**config.mk**
```make
export PLATFORM = sky130hd
export DESIGN_NAME = mem_bus_unit_flat
export DESIGN_NICKNAME = d
export VERILOG_FILES = /design/src/rtl/mem_bus_unit_if.sv /design/src/rtl/mem_bus_unit.sv /design/src/flat_wrapper.sv
export SDC_FILE = /design/constraint.sdc
export NUM_CORES = 1
export LEC_CHECK = 0
export CAP_MARGIN = 20
export CORE_MARGIN = 1
export CORE_UTILIZATION = 33
export DETAILED_ROUTE_END_ITERATION = 12
export MAX_ROUTING_LAYER = met4
export PLACE_DENSITY = 0.83
export SLEW_MARGIN = 20
export SYNTH_ARGS = -nofsm -noshare
export SYNTH_HDL_FRONTEND = slang
export SYNTH_SLANG_ARGS = --single-unit
```
**constraint.sdc**
```tcl
create_clock -name i_clock -period 1.3 [get_ports i_clock]
set_input_delay 0.26 -clock i_clock [delete_from_list [all_inputs] [get_ports i_clock]]
set_output_delay 0.26 -clock i_clock [all_outputs]
set_load 0.005 [all_outputs]
```
**src/rtl/mem_bus_unit_if.sv**
```systemverilog
// Memory-side bus between mem_bus_unit (master) and the external word-wide memory (slave).
interface mem_bus_unit_if #(
    parameter int unsigned WORD_SIZE     = 16,
    parameter int unsigned MEM_ADDR_SIZE = 6
);
    logic                     bus_req;
    logic                     bus_we;
    logic [MEM_ADDR_SIZE-1:0] bus_addr;
    logic [WORD_SIZE-1:0]     bus_wdata;
    logic [WORD_SIZE-1:0]     bus_rdata;
    logic                     bus_ack;

    modport master (
        output bus_req,
        output bus_we,
        output bus_addr,
        output bus_wdata,
        input  bus_rdata,
        input  bus_ack
    );

    modport slave (
        input  bus_req,
        input  bus_we,
        input  bus_addr,
        input  bus_wdata,
        output bus_rdata,
        output bus_ack
    );
endinterface

```
**src/rtl/mem_bus_unit.sv**
```systemverilog
// Registered memory-access stage: latches address/data, runs a req/ack handshake, returns read data.
// Optional ack timeout is built when MEM_TIMEOUT_EN is defined.
module mem_bus_unit #(
    parameter int unsigned WORD_SIZE      = 16,
    parameter int unsigned MEM_ADDR_SIZE  = 6,
    parameter int unsigned TIMEOUT_CYCLES = 15
) (
    input  logic                     i_clock,
    input  logic                     i_reset,
    input  logic                     i_mem_read,
    input  logic                     i_mem_write,
    input  logic [1:0]               i_mem_addr_select_control,
    input  logic [1:0]               i_mem_data_select_control,
    input  logic [MEM_ADDR_SIZE-1:0] i_pc,
    input  logic [MEM_ADDR_SIZE-1:0] i_ir_addr,
    input  logic [WORD_SIZE-1:0]     i_acc,
    input  logic [WORD_SIZE-1:0]     i_alu1,
    input  logic [WORD_SIZE-1:0]     i_alu2,
    mem_bus_unit_if.master           mem_bus,
    output logic [WORD_SIZE-1:0]     o_read_data,
    output logic                     o_read_valid,
    output logic                     o_busy,
    output logic                     o_error
);

    typedef enum logic [0:0] {StIdle, StAccess} state_e;

    state_e                   r_state;
    logic                     r_bus_req;
    logic                     r_bus_we;
    logic [MEM_ADDR_SIZE-1:0] r_bus_addr;
    logic [WORD_SIZE-1:0]     r_bus_wdata;
    logic [WORD_SIZE-1:0]     r_read_data;
    logic                     r_read_valid;
    logic                     r_busy;
    logic                     r_error;

    logic [MEM_ADDR_SIZE-1:0] w_addr_mux;
    logic [WORD_SIZE-1:0]     w_wdata_mux;
    logic                     w_strobe;

`ifdef MEM_TIMEOUT_EN
    logic [7:0] r_timeout_cnt;
    localparam logic [7:0] TimeoutLast = 8'(TIMEOUT_CYCLES - 1);
`else
    logic [7:0] w_timeout_unused;
    assign w_timeout_unused = 8'(TIMEOUT_CYCLES);
`endif

    assign w_strobe = i_mem_read | i_mem_write;

    always_comb begin
        w_addr_mux = '0;
        unique case (i_mem_addr_select_control)
            2'b00:   w_addr_mux = '0;
            2'b01:   w_addr_mux = i_ir_addr;
            2'b10:   w_addr_mux = i_pc;
            default: w_addr_mux = i_acc[MEM_ADDR_SIZE-1:0];
        endcase
    end

    always_comb begin
        w_wdata_mux = '0;
        unique case (i_mem_data_select_control)
            2'b00:   w_wdata_mux = '0;
            2'b01:   w_wdata_mux = i_acc;
            2'b10:   w_wdata_mux = i_alu1;
            default: w_wdata_mux = i_alu2;
        endcase
    end

    always_ff @(posedge i_clock) begin
        if (i_reset) begin
            r_state      <= StIdle;
            r_bus_req    <= 1'b0;
            r_bus_we     <= 1'b0;
            r_bus_addr   <= '0;
            r_bus_wdata  <= '0;
            r_read_data  <= '0;
            r_read_valid <= 1'b0;
            r_busy       <= 1'b0;
            r_error      <= 1'b0;
`ifdef MEM_TIMEOUT_EN
            r_timeout_cnt <= '0;
`endif
        end else begin
            r_read_valid <= 1'b0;
            unique case (r_state)
                StIdle: begin
                    if (w_strobe) begin
                        // Write wins over a simultaneous read; the collision is flagged.
                        r_bus_addr  <= w_addr_mux;
                        r_bus_wdata <= i_mem_write ? w_wdata_mux : '0;
                        r_bus_we    <= i_mem_write;
                        r_bus_req   <= 1'b1;
                        r_busy      <= 1'b1;
                        r_state     <= StAccess;
                        if (i_mem_read && i_mem_write) begin
                            r_error <= 1'b1;
                        end
`ifdef MEM_TIMEOUT_EN
                        r_timeout_cnt <= '0;
`endif
                    end
                end
                StAccess: begin
                    if (w_strobe) begin
                        r_error <= 1'b1;
                    end
                    if (mem_bus.bus_ack) begin
                        if (!r_bus_we) begin
                            r_read_data  <= mem_bus.bus_rdata;
                            r_read_valid <= 1'b1;
                        end
                        r_bus_req <= 1'b0;
                        r_bus_we  <= 1'b0;
                        r_busy    <= 1'b0;
                        r_state   <= StIdle;
                    end
`ifdef MEM_TIMEOUT_EN
                    else if (r_timeout_cnt == TimeoutLast) begin
                        if (!r_bus_we) begin
                            r_read_data  <= '1;
                            r_read_valid <= 1'b1;
                        end
                        r_bus_req <= 1'b0;
                        r_bus_we  <= 1'b0;
                        r_busy    <= 1'b0;
                        r_error   <= 1'b1;
                        r_state   <= StIdle;
                    end else begin
                        r_timeout_cnt <= r_timeout_cnt + 8'd1;
                    end
`endif
                end
                default: r_state <= StIdle;
            endcase
        end
    end

    assign mem_bus.bus_req   = r_bus_req;
    assign mem_bus.bus_we    = r_bus_we;
    assign mem_bus.bus_addr  = r_bus_addr;
    assign mem_bus.bus_wdata = r_bus_wdata;
    assign o_read_data       = r_read_data;
    assign o_read_valid      = r_read_valid;
    assign o_busy            = r_busy;
    assign o_error           = r_error;

endmodule

```
**src/flat_wrapper.sv**
```systemverilog
// flat-port wrapper written by rule: the top's interface ports become plain ports
module mem_bus_unit_flat 
#(
    parameter int unsigned WORD_SIZE      = 16,
    parameter int unsigned MEM_ADDR_SIZE  = 6,
    parameter int unsigned TIMEOUT_CYCLES = 15
)
  (i_clock, i_reset, i_mem_read, i_mem_write, i_mem_addr_select_control, i_mem_data_select_control, i_pc, i_ir_addr, i_acc, i_alu1, i_alu2, o_read_data, o_read_valid, o_busy, o_error, mem_bus_bus_req, mem_bus_bus_we, mem_bus_bus_addr, mem_bus_bus_wdata, mem_bus_bus_rdata, mem_bus_bus_ack);
  mem_bus_unit_if #(.WORD_SIZE(WORD_SIZE), .MEM_ADDR_SIZE(MEM_ADDR_SIZE)) mem_bus_i ();
  input  logic i_clock;
  input  logic i_reset;
  input  logic i_mem_read;
  input  logic i_mem_write;
  input  logic [1:0] i_mem_addr_select_control;
  input  logic [1:0] i_mem_data_select_control;
  input  logic [MEM_ADDR_SIZE-1:0] i_pc;
  input  logic [MEM_ADDR_SIZE-1:0] i_ir_addr;
  input  logic [WORD_SIZE-1:0] i_acc;
  input  logic [WORD_SIZE-1:0] i_alu1;
  input  logic [WORD_SIZE-1:0] i_alu2;
  output logic [WORD_SIZE-1:0] o_read_data;
  output logic o_read_valid;
  output logic o_busy;
  output logic o_error;
  output wire logic [$bits(mem_bus_i.bus_req)-1:0] mem_bus_bus_req;
  output wire logic [$bits(mem_bus_i.bus_we)-1:0] mem_bus_bus_we;
  output wire logic [$bits(mem_bus_i.bus_addr)-1:0] mem_bus_bus_addr;
  output wire logic [$bits(mem_bus_i.bus_wdata)-1:0] mem_bus_bus_wdata;
  input wire logic [$bits(mem_bus_i.bus_rdata)-1:0] mem_bus_bus_rdata;
  input wire logic [$bits(mem_bus_i.bus_ack)-1:0] mem_bus_bus_ack;
  assign mem_bus_bus_req = mem_bus_i.bus_req;
  assign mem_bus_bus_we = mem_bus_i.bus_we;
  assign mem_bus_bus_addr = mem_bus_i.bus_addr;
  assign mem_bus_bus_wdata = mem_bus_i.bus_wdata;
  assign mem_bus_i.bus_rdata = mem_bus_bus_rdata;
  assign mem_bus_i.bus_ack = mem_bus_bus_ack;
  mem_bus_unit #(.WORD_SIZE(WORD_SIZE), .MEM_ADDR_SIZE(MEM_ADDR_SIZE), .TIMEOUT_CYCLES(TIMEOUT_CYCLES)) u_core (.i_clock(i_clock), .i_reset(i_reset), .i_mem_read(i_mem_read), .i_mem_write(i_mem_write), .i_mem_addr_select_control(i_mem_addr_select_control), .i_mem_data_select_control(i_mem_data_select_control), .i_pc(i_pc), .i_ir_addr(i_ir_addr), .i_acc(i_acc), .i_alu1(i_alu1), .i_alu2(i_alu2), .mem_bus(mem_bus_i), .o_read_data(o_read_data), .o_read_valid(o_read_valid), .o_busy(o_busy), .o_error(o_error));
endmodule
```
==> results.ini <==
[logic_synthesis]
synth.most_common_cell = dfxtp_1
syn_inst = 215
syn_avg_cell_area_sq_um = 9.35
synth_edf_count = 0
synth-async-reset-ratio_pct = 0
synthFlopType = dfxtp_1
syn-num-nets = 300
ys_warn_count = 0
synth_cell_type_count = 29
synth_common_cells = dfxtp_1, nand2_1, a21oi_1, mux2i_1, nor2_1
yosys-top-cells-area = dfxtp_1, mux2i_1, a21oi_1
synth_top_area_share_pct = 42.8
synth_top_area_cell = dfxtp_1
synth_area_sq_um = 2010
yosysSeqAreaShare_pct = 42.8
synth-seq-cells = 43

[sta]
fmax_mhz = 796
maxSlewHeadroom_pct = 82.8
fin_worst_skew_ps = 9.78
fin_crit_ps = 1260
drv_slew = 0
finalHoldViolCount = 0
finalCritPeriodShare_pct = 96.7
rsz0062_at_grt = yes
max_slew.worst_pin.slew_ps = 257
setup_viol_count_final = 0
fin_hold_ws_ps = 451

[floorplan]
core_sq_um = 5890
io_pins = 128
die_area_sq_um = 6410
die_w_um = 80.0
start_util_pct = 34.1
die_y_um = 80.0
row_count = 28

[power]
leakage_uw = 0.00168
power_uw = 3110
power_density_nw_per_um2 = 859
peakVddDrop_v = 0.000651

[min_path]
min_from = u_core.mem_bus.bus_wdata[7]
hold_path.class = reg -> reg
hold_end = u_core.mem_bus.bus_wdata[7]
min_path_cells = 1

[placed_design]
gp_congestion = 0.811
io_buffers = 127
place_area_sq_um = 3530
hpwlAfterDp_um = 4950
dp.cells = 426

[routing]
totalWireLength_um = 6340
wl_per_cell_um = 14.6
dr.pass1.iters = 5
ant_nets = 0
detail_route.iter0.violations = 56
route.detailed.drc = 0
dr_total_vias = 2107
drt-vias-per-instance = 4.84

[cts]
cts_root_buf = clkbuf_8
cts_hold_buf = 0
cts_htree_levels = 2
clock_path_buffers = 2
cts_tree = yes
clk_pin_slew_ps = 80
cts_buffers = 5
clock_latency_ps = 280
clock-sinks = 43

[setup_path]
setup.worst_path.start = u_core.r_state
reg2reg_depth = 3
worstPathArrival_ps = 1490
r2r_slack_ps = 40
critPathMaxFanout = 5
rr_endpoint = u_core.mem_bus.bus_wdata[6]
criticalPathCategory = reg -> reg
worstPathRequired_ps = 1530
crit_path_cell_trace = or3b_4 -> nor3b_4 -> a221o_1
start_kind = register
cpMaxStageDelayCell = or3b_4
reg2reg_from = u_core.r_state
endpoint_kind = register
critical-path-max-stage-delay_ps = 420

[global_routing]
grt_usage_pct = 19.6
grt_max_degree = 25
grt_pass1_vias = 2059
grt_pass1_wl_um = 9360
antenna_found_initial = 0
overflow = 0

[final_layout]
diodes = 0
fin_util_pct = 61.5
syn2layout_area_growth_pct = 80.0
nNetsFinal = 445
drive_gt1_share_pct = 20.8
final_cells = 435
post-route-cell-area_sq_um = 3620
n_fill_cell = 527

[status]
status = complete, no violations

[run]
maxCapViolCount = 0

-- routing by layer --
layer / vias up / global-route usage [%] / routed length [um]
met2: 84 / 35.2 / 3180
li1: 1061 / - / -
met5: - / - / 0
met4: 0 / 6.43 / 103
met1: 952 / 21.5 / 2620
met3: 10 / 4.11 / 440
-- cell type report --
class / instances / area, sq um / share of cell area [%]
timing repair buffer: 157 / 1490 / 41.2
multi-input combinational: 153 / 1070 / 29.5
sequential: 43 / 877 / 24.2
clock inverter: 1 / 5.00 / 0.138
clock buffer: 6 / 82.6 / 2.28
tap: 75 / 93.8 / 2.59
-- cell usage in the layout, fill, tap and decap left out, drive strengths merged, types with 3 or more instances in the layout --
master	n
nor2b	3
clkbuf	6
nand2	32
nor2	15
buf	30
mux2i	17
dlygate4sd2	47
a21oi	29
dfxtp	43
mux2	6
clkdlybuf4s50	79
a211oi	11
a221oi	6
nor3	6
a221o	4
a21o	12
-- stage by stage --
step,setup WS (ps),TNS (ps)
after floorplan,8.75,0
after global placement,-370,-8670
after detailed placement,-440,-9860
after CTS,10.5,0
after global routing,-1.05,-1.05
final,43.2,0
-- critical path: cells and delay by family (launching register included) --
| family | cells | cell delay, ps |
|---|---|---|
| and+or+nand+nor | 2 | 680 |
| DFF | 1 | 340 |
| AOI/OAI and AO/OA | 1 | 180 |
-- sequential cells by signal, summed over array words and instances, names as in the netlist --
| signal | cells |
|---|---|
| u_core.mem_bus.bus_addr | 6 |
| u_core.mem_bus.bus_wdata | 16 |
| u_core.mem_bus.bus_we | 1 |
| u_core.o_busy | 1 |
| u_core.o_error | 1 |
| u_core.o_read_data | 16 |
| u_core.o_read_valid | 1 |
| u_core.r_state | 1 |
-- where the power goes --
part | leakage [uW] | switching [uW] | internal, uW
Combinational | 0.00128 | 311 | 508
Clock | 0.0000470 | 426 | 417
Sequential | 0.000357 | 41.8 | 1400
-- kinds of logic after synthesis --
| family | count (synthesis) | share of synthesized area [%] |
|---|---|---|
| AOI/OAI and AO/OA | 67 | 24.9 |
| and+or+nand+nor | 62 | 14.8 |
| DFF | 43 | 42.8 |
| muxes | 23 | 11.8 |
| buffers and inverters | 19 | 5.11 |
| adders and majority gates | 1 | 0.498 |
-- timing repair --
| item | CTS | global route |
|---|---|---|
| pin swaps | 3 | 0 |
| buffers inserted | 2 | 0 |
| gates resized for setup | 61 | 5 |
| setup endpoints to repair | 63 | 7 |
| gates cloned | 0 | 0 |
-- worst max path at each step --
stage                                   endpoint  depth (start not counted)
floorplan            u_core.mem_bus.bus_wdata[0]                          4
global placement      u_core.mem_bus.bus_addr[3]                          4
detailed placement    u_core.mem_bus.bus_addr[0]                          4
CTS                   u_core.mem_bus.bus_addr[4]                          4
global route        u_core.mem_bus.bus_wdata[13]                          4
finish               u_core.mem_bus.bus_wdata[6]                          3
Power figures use the tool's default switching activity.
